File: src/rtl/cycle_sequencer.sv
`timescale 1ns/1ps
// ---------------------------------------------------------------------------
// cycle_sequencer
//
// Timing and instruction-cycle controller for the 4004 core. Walks an
// eight-phase ring (A1 A2 A3 M1 M2 X1 X2 X3) and raises one strobe per clock.
// It flags the clock before every A1 with SYNC. It also tracks two-cycle
// instructions: JUN/JMS/FIM carry a second word, and FIN needs an
// indirect-fetch cycle.
//
// Parameters
//   STARTUP_CYCLES  idle clocks after reset release before the first A1 (>=1)
//
// Ports
//   CLK           in   system clock, all state changes on the rising edge
//   RES           in   asynchronous active-high reset
//   RUN_EN        in   run permit, looked at only in X3 and IDLE
//   dec_two_word  in   decoder: opcode has a second word, looked at in X2
//   dec_fin       in   decoder: opcode is FIN, looked at in X2
//   A1..X3        out  one-hot phase strobes, all low in IDLE
//   SYNC          out  high in the clock immediately before every A1
//   second_cyc    out  this instruction cycle carries a second word
//   do_fin        out  this instruction cycle is FIN's indirect fetch
//   pc_inc        out  one-clock pulse in X3, PC advances at end of cycle
//   idle          out  sequencer is parked in IDLE
// ---------------------------------------------------------------------------
module cycle_sequencer #(
    parameter int STARTUP_CYCLES = 2
) (
    input  logic CLK,
    input  logic RES,
    input  logic RUN_EN,
    input  logic dec_two_word,
    input  logic dec_fin,
    output logic A1,
    output logic A2,
    output logic A3,
    output logic M1,
    output logic M2,
    output logic X1,
    output logic X2,
    output logic X3,
    output logic SYNC,
    output logic second_cyc,
    output logic do_fin,
    output logic pc_inc,
    output logic idle
);

    localparam int CNT_W = $clog2(STARTUP_CYCLES) + 1;
    localparam logic [CNT_W-1:0] CNT_INIT = CNT_W'(STARTUP_CYCLES - 1);

    typedef enum logic [3:0] {
        ST_IDLE,
        ST_A1,
        ST_A2,
        ST_A3,
        ST_M1,
        ST_M2,
        ST_X1,
        ST_X2,
        ST_X3
    } state_e;

    state_e           state_q,     state_d;
    logic [CNT_W-1:0] startCnt_q,  startCnt_d;
    logic             pendTwo_q,   pendTwo_d;
    logic             pendFin_q,   pendFin_d;
    logic             secondCyc_q, secondCyc_d;
    logic             doFin_q,     doFin_d;
    logic [7:0]       phase_q,     phase_d;
    logic             pcInc_q,     pcInc_d;
    logic             idle_q,      idle_d;
    logic             goA1;

    // Next-state logic for the phase ring, the startup counter and the
    // two-cycle bookkeeping. goA1 marks every clock whose successor is A1,
    // and SYNC is built from it.
    always_comb begin
        state_d     = state_q;
        startCnt_d  = startCnt_q;
        pendTwo_d   = pendTwo_q;
        pendFin_d   = pendFin_q;
        secondCyc_d = secondCyc_q;
        doFin_d     = doFin_q;
        goA1        = 1'b0;

        case (state_q)
            ST_IDLE: begin
                // The counter runs down first and then holds at zero. Only
                // at zero does RUN_EN start the ring.
                if (startCnt_q != '0) begin
                    startCnt_d = startCnt_q - CNT_W'(1);
                end else if (RUN_EN) begin
                    state_d = ST_A1;
                    goA1    = 1'b1;
                end
            end
            ST_A1: state_d = ST_A2;
            ST_A2: state_d = ST_A3;
            ST_A3: state_d = ST_M1;
            ST_M1: state_d = ST_M2;
            ST_M2: state_d = ST_X1;
            ST_X1: state_d = ST_X2;
            ST_X2: begin
                state_d = ST_X3;
                // In a second-word cycle the fetched byte is data. The
                // decoder's view of it must not start another cycle.
                if (!secondCyc_q && !doFin_q) begin
                    pendTwo_d = dec_two_word | dec_fin;
                    pendFin_d = dec_fin;
                end
            end
            ST_X3: begin
                secondCyc_d = pendTwo_q;
                doFin_d     = pendFin_q;
                pendTwo_d   = 1'b0;
                pendFin_d   = 1'b0;
                // A pending second cycle always runs, whatever RUN_EN says.
                // Parking leaves the counter at zero so the next RUN_EN
                // restarts at once.
                if (RUN_EN || pendTwo_q) begin
                    state_d = ST_A1;
                    goA1    = 1'b1;
                end else begin
                    state_d    = ST_IDLE;
                    startCnt_d = '0;
                end
            end
            default: begin
                state_d    = ST_IDLE;
                startCnt_d = '0;
            end
        endcase
    end

    // Registered output decodes. They are taken from the next state so that
    // the strobes line up with the state register.
    always_comb begin
        phase_d = 8'h00;
        case (state_d)
            ST_A1:   phase_d = 8'b1000_0000;
            ST_A2:   phase_d = 8'b0100_0000;
            ST_A3:   phase_d = 8'b0010_0000;
            ST_M1:   phase_d = 8'b0001_0000;
            ST_M2:   phase_d = 8'b0000_1000;
            ST_X1:   phase_d = 8'b0000_0100;
            ST_X2:   phase_d = 8'b0000_0010;
            ST_X3:   phase_d = 8'b0000_0001;
            default: phase_d = 8'h00;
        endcase
        // The PC holds in FIN's fetch cycle. The register pair drives the
        // ROM address there, so the PC still points at the FIN.
        pcInc_d = (state_q == ST_X2) && !doFin_q;
        idle_d  = (state_d == ST_IDLE);
    end

    // All sequencer state lives in this one block. Reset is asynchronous
    // and may arrive mid-phase. It parks the ring in IDLE and reloads the
    // startup delay.
    always_ff @(posedge CLK or posedge RES) begin
        if (RES) begin
            state_q     <= ST_IDLE;
            startCnt_q  <= CNT_INIT;
            pendTwo_q   <= 1'b0;
            pendFin_q   <= 1'b0;
            secondCyc_q <= 1'b0;
            doFin_q     <= 1'b0;
            phase_q     <= 8'h00;
            pcInc_q     <= 1'b0;
            idle_q      <= 1'b1;
        end else begin
            state_q     <= state_d;
            startCnt_q  <= startCnt_d;
            pendTwo_q   <= pendTwo_d;
            pendFin_q   <= pendFin_d;
            secondCyc_q <= secondCyc_d;
            doFin_q     <= doFin_d;
            phase_q     <= phase_d;
            pcInc_q     <= pcInc_d;
            idle_q      <= idle_d;
        end
    end

    // SYNC follows RUN_EN within the same clock, so it has to be
    // combinational. It is held low while reset is asserted.
    assign SYNC = goA1 & ~RES;

    assign {A1, A2, A3, M1, M2, X1, X2, X3} = phase_q;
    assign second_cyc = secondCyc_q;
    assign do_fin     = doFin_q;
    assign pc_inc     = pcInc_q;
    assign idle       = idle_q;

endmodule

File: config.mk
export PLATFORM = sky130hd
export DESIGN_NAME = cycle_sequencer
export DESIGN_NICKNAME = d
export VERILOG_FILES = /design/src/rtl/cycle_sequencer.sv
export SDC_FILE = /design/constraint.sdc
export NUM_CORES = 1
export LEC_CHECK = 0
export BUFFER_PORTS_ARGS = -buffer_cell sky130_fd_sc_hd__buf_4
export CORE_ASPECT_RATIO = 0.7
export CORE_MARGIN = 2
export CORE_UTILIZATION = 30
export CTS_CLUSTER_DIAMETER = 100
export DETAILED_ROUTE_END_ITERATION = 8
export SYNTH_ARGS = -nofsm -noshare
export SYNTH_HDL_FRONTEND = slang
export SYNTH_SLANG_ARGS = --single-unit
export TNS_END_PERCENT = 100
File: constraint.sdc
create_clock -name CLK -period 2.35 [get_ports CLK]
set_input_delay 0.235 -clock CLK [delete_from_list [all_inputs] [get_ports CLK]]
set_output_delay 0.235 -clock CLK [all_outputs]
set_load 0.01 [all_outputs]
# Word level (Yosys, flattened, before mapping)
# Memory sizes are Yosys's and may differ from the RTL's. A register that Yosys moved wholly into a read port is not among the register bits.
# Cells that the tools add are included.
[totals]
register_bits = 12
rom_bits = 128
inputBits = 5
elab_cells = 52
mem_count = 1
[memory_table]
columns = ["name", "words", "word_bits", "rd", "rd_clocked_by_memory_dff", "wr", "line_no", "rtl"]
rows = [
  ["(name not given)", 16, 8, 1, 1, 0, "141", "case (state_d)"],
]
[op_classes]
addsub = 1
n_eq_ne = 11
muxes = 15
bitwise = 4
n_reduce_logical = 12
[op_table]
columns = ["operator", "n"]
rows = [
  ["4-bit case mux with 9 select lines", 1],
  ["4-bit by 3-bit equality test with 1-bit output (second input constant)", 4],
  ["4-bit by 2-bit equality test with 1-bit output (second input constant)", 2],
  ["4-bit zero test", 2],
  ["4-bit two-way mux", 2],
  ["7-bit OR reduction", 1],
  ["1-bit two-way mux", 6],
  ["2-bit inequality test (second input constant)", 3],
  ["1-bit case mux with 2 select lines", 3],
  ["2-bit case mux with 3 select lines", 1],
  ["4-bit by 1-bit equality test with 1-bit output (second input constant)", 1],
  ["4-bit equality test (second input constant)", 1],
  ["2-bit two-way mux", 2],
  ["2-bit nonzero test", 2],
  ["3-bit AND reduction", 1],
  ["1-bit logical AND", 2],
  ["1-bit zero test", 2],
  ["1-bit inverter", 2],
  ["2-bit AND reduction", 1],
  ["2-bit by 1-bit subtractor with 2-bit output (second input constant)", 1],
  ["1-bit bitwise AND", 1],
  ["1-bit logical OR", 1],
  ["1-bit bitwise OR", 1],
]

# Depth between registers and ports, before layout
# Gate-level depths: netlist of run 1.
[logic_depth]
word_depth = 4
mapped_depth = 5
depth_no_buf = 5

# Worst setup path before layout of run 1
# OpenSTA, ideal clock, no wires.
[synth_timing]
path_type = "register -> output"
startpoint = "register state_q[0]"
endpoint = "output SYNC"
arrival_ns = 1.337
setup_slack_ns = 0.778
stages_incl_launch_ff = 5
n_path_buf = 1
cell_sequence = "dfrtp_1 -> buf_6 -> nor4b_4 -> a32oi_2 -> nor3b_1"
[synth_between]
elab_chain_cells = 3
[synth_lines]
columns = ["element", "line_no", "rtl"]
rows = [
  ["from (decl)", "65", "state_e state_q, state_d;"],
  ["from (signal assigned)", "173", "state_q <= state_d;"],
  ["4-bit equality test or 4-bit zero test (tied branches)", "88", "case (state_q)"],
  ["1-bit case mux with 2 select lines (*)", "88", ""],
  ["1-bit bitwise AND (*)", "187", "assign SYNC = goA1 & ~RES;"],
  ["to (decl)", "43", "output logic SYNC,"],
]
# Mark *: on every way between the ends. The rest lies on a longest branch, timed or not.

# Final worst setup path of run 1
[layout_timing]
startpoint = "register state_q[2]"
endpoint = "output SYNC"
# The elaborated chain is that of the path after synthesis.

==> impl_metrics.yaml, run 1 <==
power_and_ir_drop:
  cellLeakagePower_nw: 0.479
  power.total_mw: 1.30
  power_density_nw_per_um2: 1220
  peakVddDrop_mv: 0.518
cts:
  htreeDepth: 1
  cts_buffer_depth: 2
  hold_buffers: 0
  postCtsResizedCells: 0
  postCtsSetupBuffers: 0
  cts.sinks: 20
  cts_tree: "built"
  clock-root-buffer: "clkbuf_8"
  clkTransAtPathRegs_ns: 0.07
  cts-buffers-inserted: 3
  clk_latency_ns: 0.25
sta:
  whs_ns: 0.116
  setup_viol: 0
  rsz0062_at_grt: "false"
  finalWorstPathRequiredPeriod_ns: 2.13
  setup_slack_ns: 0.224
  worst_slew_margin_rel_pct: 51.1
  final_max_slew_viol_count: 0
  fin_crit_sh_pct: 90.5
  max_slew.worst_pin.slew_ns: 0.732
  finalSetupTns_ns: 0
  skew_ns: 0.00513
  max_freq_ghz: 0.470
  hold_violations: 0
critical_path:
  crit_chain: "nor4b_4 -> a32oi_2 -> nor3b_1 -> buf_4"
  cp.arrival_ns: 1.89
  cp_slowest_cell: "nor4b_4"
  crit_path_start: "state_q[2]"
  cp-end-kind: "output port"
  critPathRequiredTime_ns: 2.12
  crit_path_max_incr_delay_ns: 0.55
  path_max_fanout: 12
  start_kind: "flip-flop"
  crit_type: "reg2out"
  worstReg2RegStart: "state_q[2]"
logic_synthesis:
  avgSynthCellArea_um2: 11.9
  synth_top_area_share_pct: 52.0
  synthTopCellsByCount: "dfrtp_1, nor2_1, nor3_1"
  ys_async_sr_fraction_pct: 100
  yosys_warnings: 0
  synth-seq-cells: 20
  synth_seq_area_share_pct: 58.1
  yosysTopAreaCell: "dfrtp_1"
  yosys-top-cells-area: "dfrtp_1, dfstp_2, nor2_1"
  netlist_area_um2: 866
  synth_cell_types: 28
  synth_most_common_cell: "dfrtp_1"
  synth-edff-count: 0
  syn_nets: 79
  synth-main-ff-cell: "dfrtp_1"
  syn_inst: 73
placement:
  hpwl_um: 1140
  dp_cells: 121
  gp_congestion: 0.760
  dpl_cell_area_um2: 1010
  pre_cts_slack_ns: 0.485
  port_buffers: 17
global_routing:
  grt_max_degree: 21
  grt_overflow: 0
  grt_pass1_wl_um: 2710
  grtUsageTotal_pct: 11.0
  grt_pass1_vias: 585
  antenna_found_initial: 0
final_layout:
  fin_nets: 96
  synthToLayoutAreaGrowth_pct: 23.0
  instances_no_fill: 125
  diodes: 0
  post-route-util_pct: 38.5
  fin_area_um2: 1060
  fillerInstances: 277
  post_route_cells_drive_above_1_share_pct: 34.8
detailed_routing:
  postRouteWirelength_um: 1590
  first_pass_iters: 4
  drc_errors: 0
  wire_per_inst_um: 12.7
  vias: 590
  ant_nets: 0
  via_per_inst: 4.72
  drt_iter0_drc: 20
worst_hold_path:
  hold_path_class: "in2async"
run_status:
  status: "finished, final reports clean"
floorplan:
  start_util_pct: 31.3
  coreArea_um2: 2760
  floorplan.die_area_um2: 3340
  chipWidth_um: 68.2
  row_count: 16
  die_h_um: 48.9
  io_pins: 18
job:
  cap_violations: 0
## kinds of logic after synthesis
group | count (synthesis) | share of synthesized area, %
muxes | 3 | 3.90
buffers and inverters | 9 | 5.06
and+or+nand+nor | 28 | 19.8
DFF | 20 | 58.1
AOI/OAI and AO/OA | 11 | 10.7
xor gates and xnor gates | 1 | 1.01
adders and majority gates | 1 | 1.44
## critical path, delay by kind of cell, from the launching register on
| family | cells | cell delay, ns |
|---|---|---|
| and+or+nand+nor | 2 | 0.80 |
| DFF | 1 | 0.54 |
| buffers and inverters | 1 | 0.17 |
| AOI/OAI and AO/OA | 1 | 0.14 |
## power by group
| group | switching [mW] | total [mW] | internal, mW | leakage (nW) |
|---|---|---|---|---|
| Sequential | 0.148 | 0.616 | 0.468 | 0.256 |
| Clock | 0.101 | 0.250 | 0.149 | 0.0288 |
| Combinational | 0.209 | 0.433 | 0.224 | 0.195 |
## worst paths after layout
path | end | slack, ns | cells past startpoint
max in group asynchronous | state_q[3] | 1.77 | 2
worst min-delay path | phase_q[7] | 0.12 | 2
min in group CLK | pendFin_q | 0.23 | 2
worst max register to register | idle | 0.76 | 3
worst min register to register | do_fin | 0.51 | 1
worst max-delay path | SYNC | 0.22 | 4
## layout by cell type (no fill, tap or decap), drive strengths merged, types with 2 or more instances in the layout
cell type,Yosys,layout
nand2b,3,3
a211oi,2,2
buf,3,17
dfrtp,18,18
clkbuf,2,4
dfstp,2,2
nor2,9,9
mux2,3,3
and4b,2,2
inv,4,4
nor3,6,6
a21oi,2,2
a22o,2,2
nand2,2,2
## per-layer routing
layer / share of wire (%) / vias to the layer above / track usage (%) / routed length [um]
met5: 0 / - / 0 / 0
met3: 5.9 / 2 / 4.85 / 94
li1: - / 289 / - / -
met1: 49 / 280 / 15.7 / 786
met4: 1.0 / 0 / 3.00 / 16
met2: 44 / 19 / 14.9 / 695
## flip-flops by register name, summed over array words and instances (netlist names)
signal / count
idle: 1
pendFin_q: 1
pc_inc: 1
phase_q: 8
startCnt_q: 2
state_q: 4
pendTwo_q: 1
do_fin: 1
second_cyc: 1
## cell type report
class                   count  area (um^2)  share of cell area [%]
clock buffers               4         55.1                    5.17
inverters                   4         15.0                    1.41
multi-input cells          44          319                    30.0
flip-flops and latches     20          503                    47.2
well taps                  36         45.0                    4.23
repair buffers             17          128                    12.0
No activity file was read; power rests on OpenSTA's default activity.
==> run 2, diff against run 1 <==
==> config.mk (replaced) <==
export PLATFORM = sky130hd
export DESIGN_NAME = cycle_sequencer
export DESIGN_NICKNAME = d
export VERILOG_FILES = /design/src/rtl/cycle_sequencer.sv
export SDC_FILE = /design/constraint.sdc
export NUM_CORES = 1
export LEC_CHECK = 0
export CORE_ASPECT_RATIO = 0.7
export CORE_MARGIN = 2
export CORE_UTILIZATION = 30
export CTS_CLUSTER_DIAMETER = 100
export CTS_CLUSTER_SIZE = 24
export DETAILED_ROUTE_END_ITERATION = 8
export DONT_BUFFER_PORTS = 1
export SYNTH_ARGS = -nofsm -noshare
export SYNTH_HDL_FRONTEND = slang
export SYNTH_SLANG_ARGS = --single-unit
==> impl_metrics.yaml, run 2 (synthesized netlist as in run 1, its figures left out) <==
floorplan:
  die_h_um: 48.9
  start_util_pct: 31.3
  coreArea_um2: 2760
  chipWidth_um: 68.2
  row_count: 16
  floorplan.die_area_um2: 3340
  io_pins: 18
final_layout:
  regMostFlops: "phase_q"
  mostFrequentLayoutCell: "dfrtp_1"
  diodes: 0
  multi_input_area_um2: 319
  fillerInstances: 271
  post_route_cells_drive_above_1_share_pct: 19.4
  fin_area_um2: 953
  post-route-util_pct: 34.5
  synthToLayoutAreaGrowth_pct: 10.1
  reg.largest.list: "phase_q x8, state_q x4, startCnt_q x2"
  fin_nets: 79
  largest_reg_flops: 8
  final_cell_mix: "dfrtp_1, nor2_1, nor3_1"
  regArea_um2: 503
power_and_ir_drop:
  peakVddDrop_mv: 0.488
  cellLeakagePower_nw: 0.399
  power_density_nw_per_um2: 1340
  sw_frac_of_total_pct: 35.2
  p_seq_share_pct: 52.6
  p_int_mw: 0.826
  p_sw_mw: 0.448
  pwr-share-clk_pct: 26.6
  combPwrFrac_pct: 20.8
detailed_routing:
  via_per_inst: 4.95
  wire_per_inst_um: 14.3
  ant_nets: 0
  postRouteWirelength_um: 1550
  vias: 535
  drt_iter0_drc: 27
  first_pass_iters: 4
  drc_errors: 0
critical_path:
  reg2reg_to: "state_q[0]"
  crit_type: "reg2out"
  crit_path_start: "state_q[3]"
  rr_worst_depth: 3
  critPathRequiredTime_ns: 2.12
  start_kind: "flip-flop"
  crit_chain: "nor4b_4 -> a32oi_2 -> nor3b_1"
  crit_cells: 3
  cp_slowest_cell: "dfrtp_1"
  path_buf_inv: 0
  cp-end-kind: "output port"
  endpoint: "SYNC"
  worstReg2RegStart: "state_q[3]"
  path_max_fanout: 15
  r2r_slack_ns: 0.72
  crit_path_max_incr_delay_ns: 0.62
  cp_top_family: "simple AND/OR/NAND/NOR gates"
  cp.arrival_ns: 1.90
sta:
  rsz0062_at_grt: "false"
  final_max_slew_viol_count: 0
  whs_ns: -0.0179
  setup_viol: 0
  fin_crit_sh_pct: 90.8
  setup_slack_ns: 0.215
  hold_violations: 18
  finalWorstPathRequiredPeriod_ns: 2.13
  skew_ns: 0.00840
  max_slew.worst_pin.slew_ns: 0.731
  worst_slew_margin_rel_pct: 51.2
  max_freq_ghz: 0.468
  finalSetupTns_ns: 0
cts:
  cts_tree: "built"
  htreeDepth: 1
  hold_buffers: 0
  clkTransAtPathRegs_ns: 0.08
  cts-buffers-inserted: 3
  postCtsResizedCells: 0
  postCtsSetupBuffers: 0
  clk_latency_ns: 0.26
  cts_buffer_depth: 2
  clock-root-buffer: "clkbuf_8"
  cts.sinks: 20
run_status:
  violations: "negative hold slack"
  status: "complete, but fails checks"
global_routing:
  grt_max_degree: 21
  antenna_found_initial: 0
  grt_overflow: 0
  grtUsageTotal_pct: 10.8
  grt_pass1_vias: 539
  grt_pass1_wl_um: 2590
placement:
  hpwl_um: 1040
  port_buffers: 0
  pre_cts_slack_ns: 0.470
  gp_congestion: 0.707
  dpl_cell_area_um2: 882
job:
  cap_violations: 0
worst_hold_path:
  hold_path_class: "in2async"
run 2: cell count changes in the layout (fill, tap and decap cells not counted), sizes merged:
cell	delta
buf	-17
bufinv	+1
clkbuf	-1
run 2: stage by stage:
| stage | hold WS, ns | power (mW) | std cells |
|---|---|---|---|
| 2_1_floorplan | 0.197 | 0.897 | 73 |
| 3_3_place_gp | 0.297 | 0.929 | 104 |
| 3_5_place_dp | 0.297 | 0.942 | 104 |
| 4_1_cts | 0.0118 | 1.29 | 108 |
| 5_1_grt | 0.0424 | 1.38 | 108 |
| 6_report | -0.0179 | 1.27 | 108 |
run 2: worst min path at each step:
stage          slack (ns)  startpoint    endpoint
2_1_floorplan        0.20         RES      do_fin
3_3_place_gp         0.30         RES  phase_q[7]
3_5_place_dp         0.30         RES  phase_q[7]
4_1_cts              0.01         RES  phase_q[7]
5_1_grt              0.04         RES  phase_q[3]
6_report            -0.02         RES  phase_q[7]
run 2: cell type report:
| type | count | area share [%] |
|---|---|---|
| inverter | 4 | 1.57 |
| clock buffer | 3 | 4.33 |
| multi-input combinational | 44 | 33.5 |
| clock inverter | 1 | 3.15 |
| sequential | 20 | 52.8 |
| tap | 36 | 4.72 |
run 2: power by group through the flow:
stage	clock network [mW]	registers, mW	logic, mW
final	0.340	0.670	0.265
after global placement	0	0.659	0.270
after CTS	0.347	0.673	0.265
after detailed placement	0	0.679	0.263
after global routing	0.369	0.698	0.311
after floorplan	0	0.568	0.328
run 2: layer usage:
metal  GRT usage (%)  part of all wire [%]
met5               0                     0
met1            16.3                    50
met4            2.00                  0.97
met3            6.47                   9.8
met2            13.1                    39
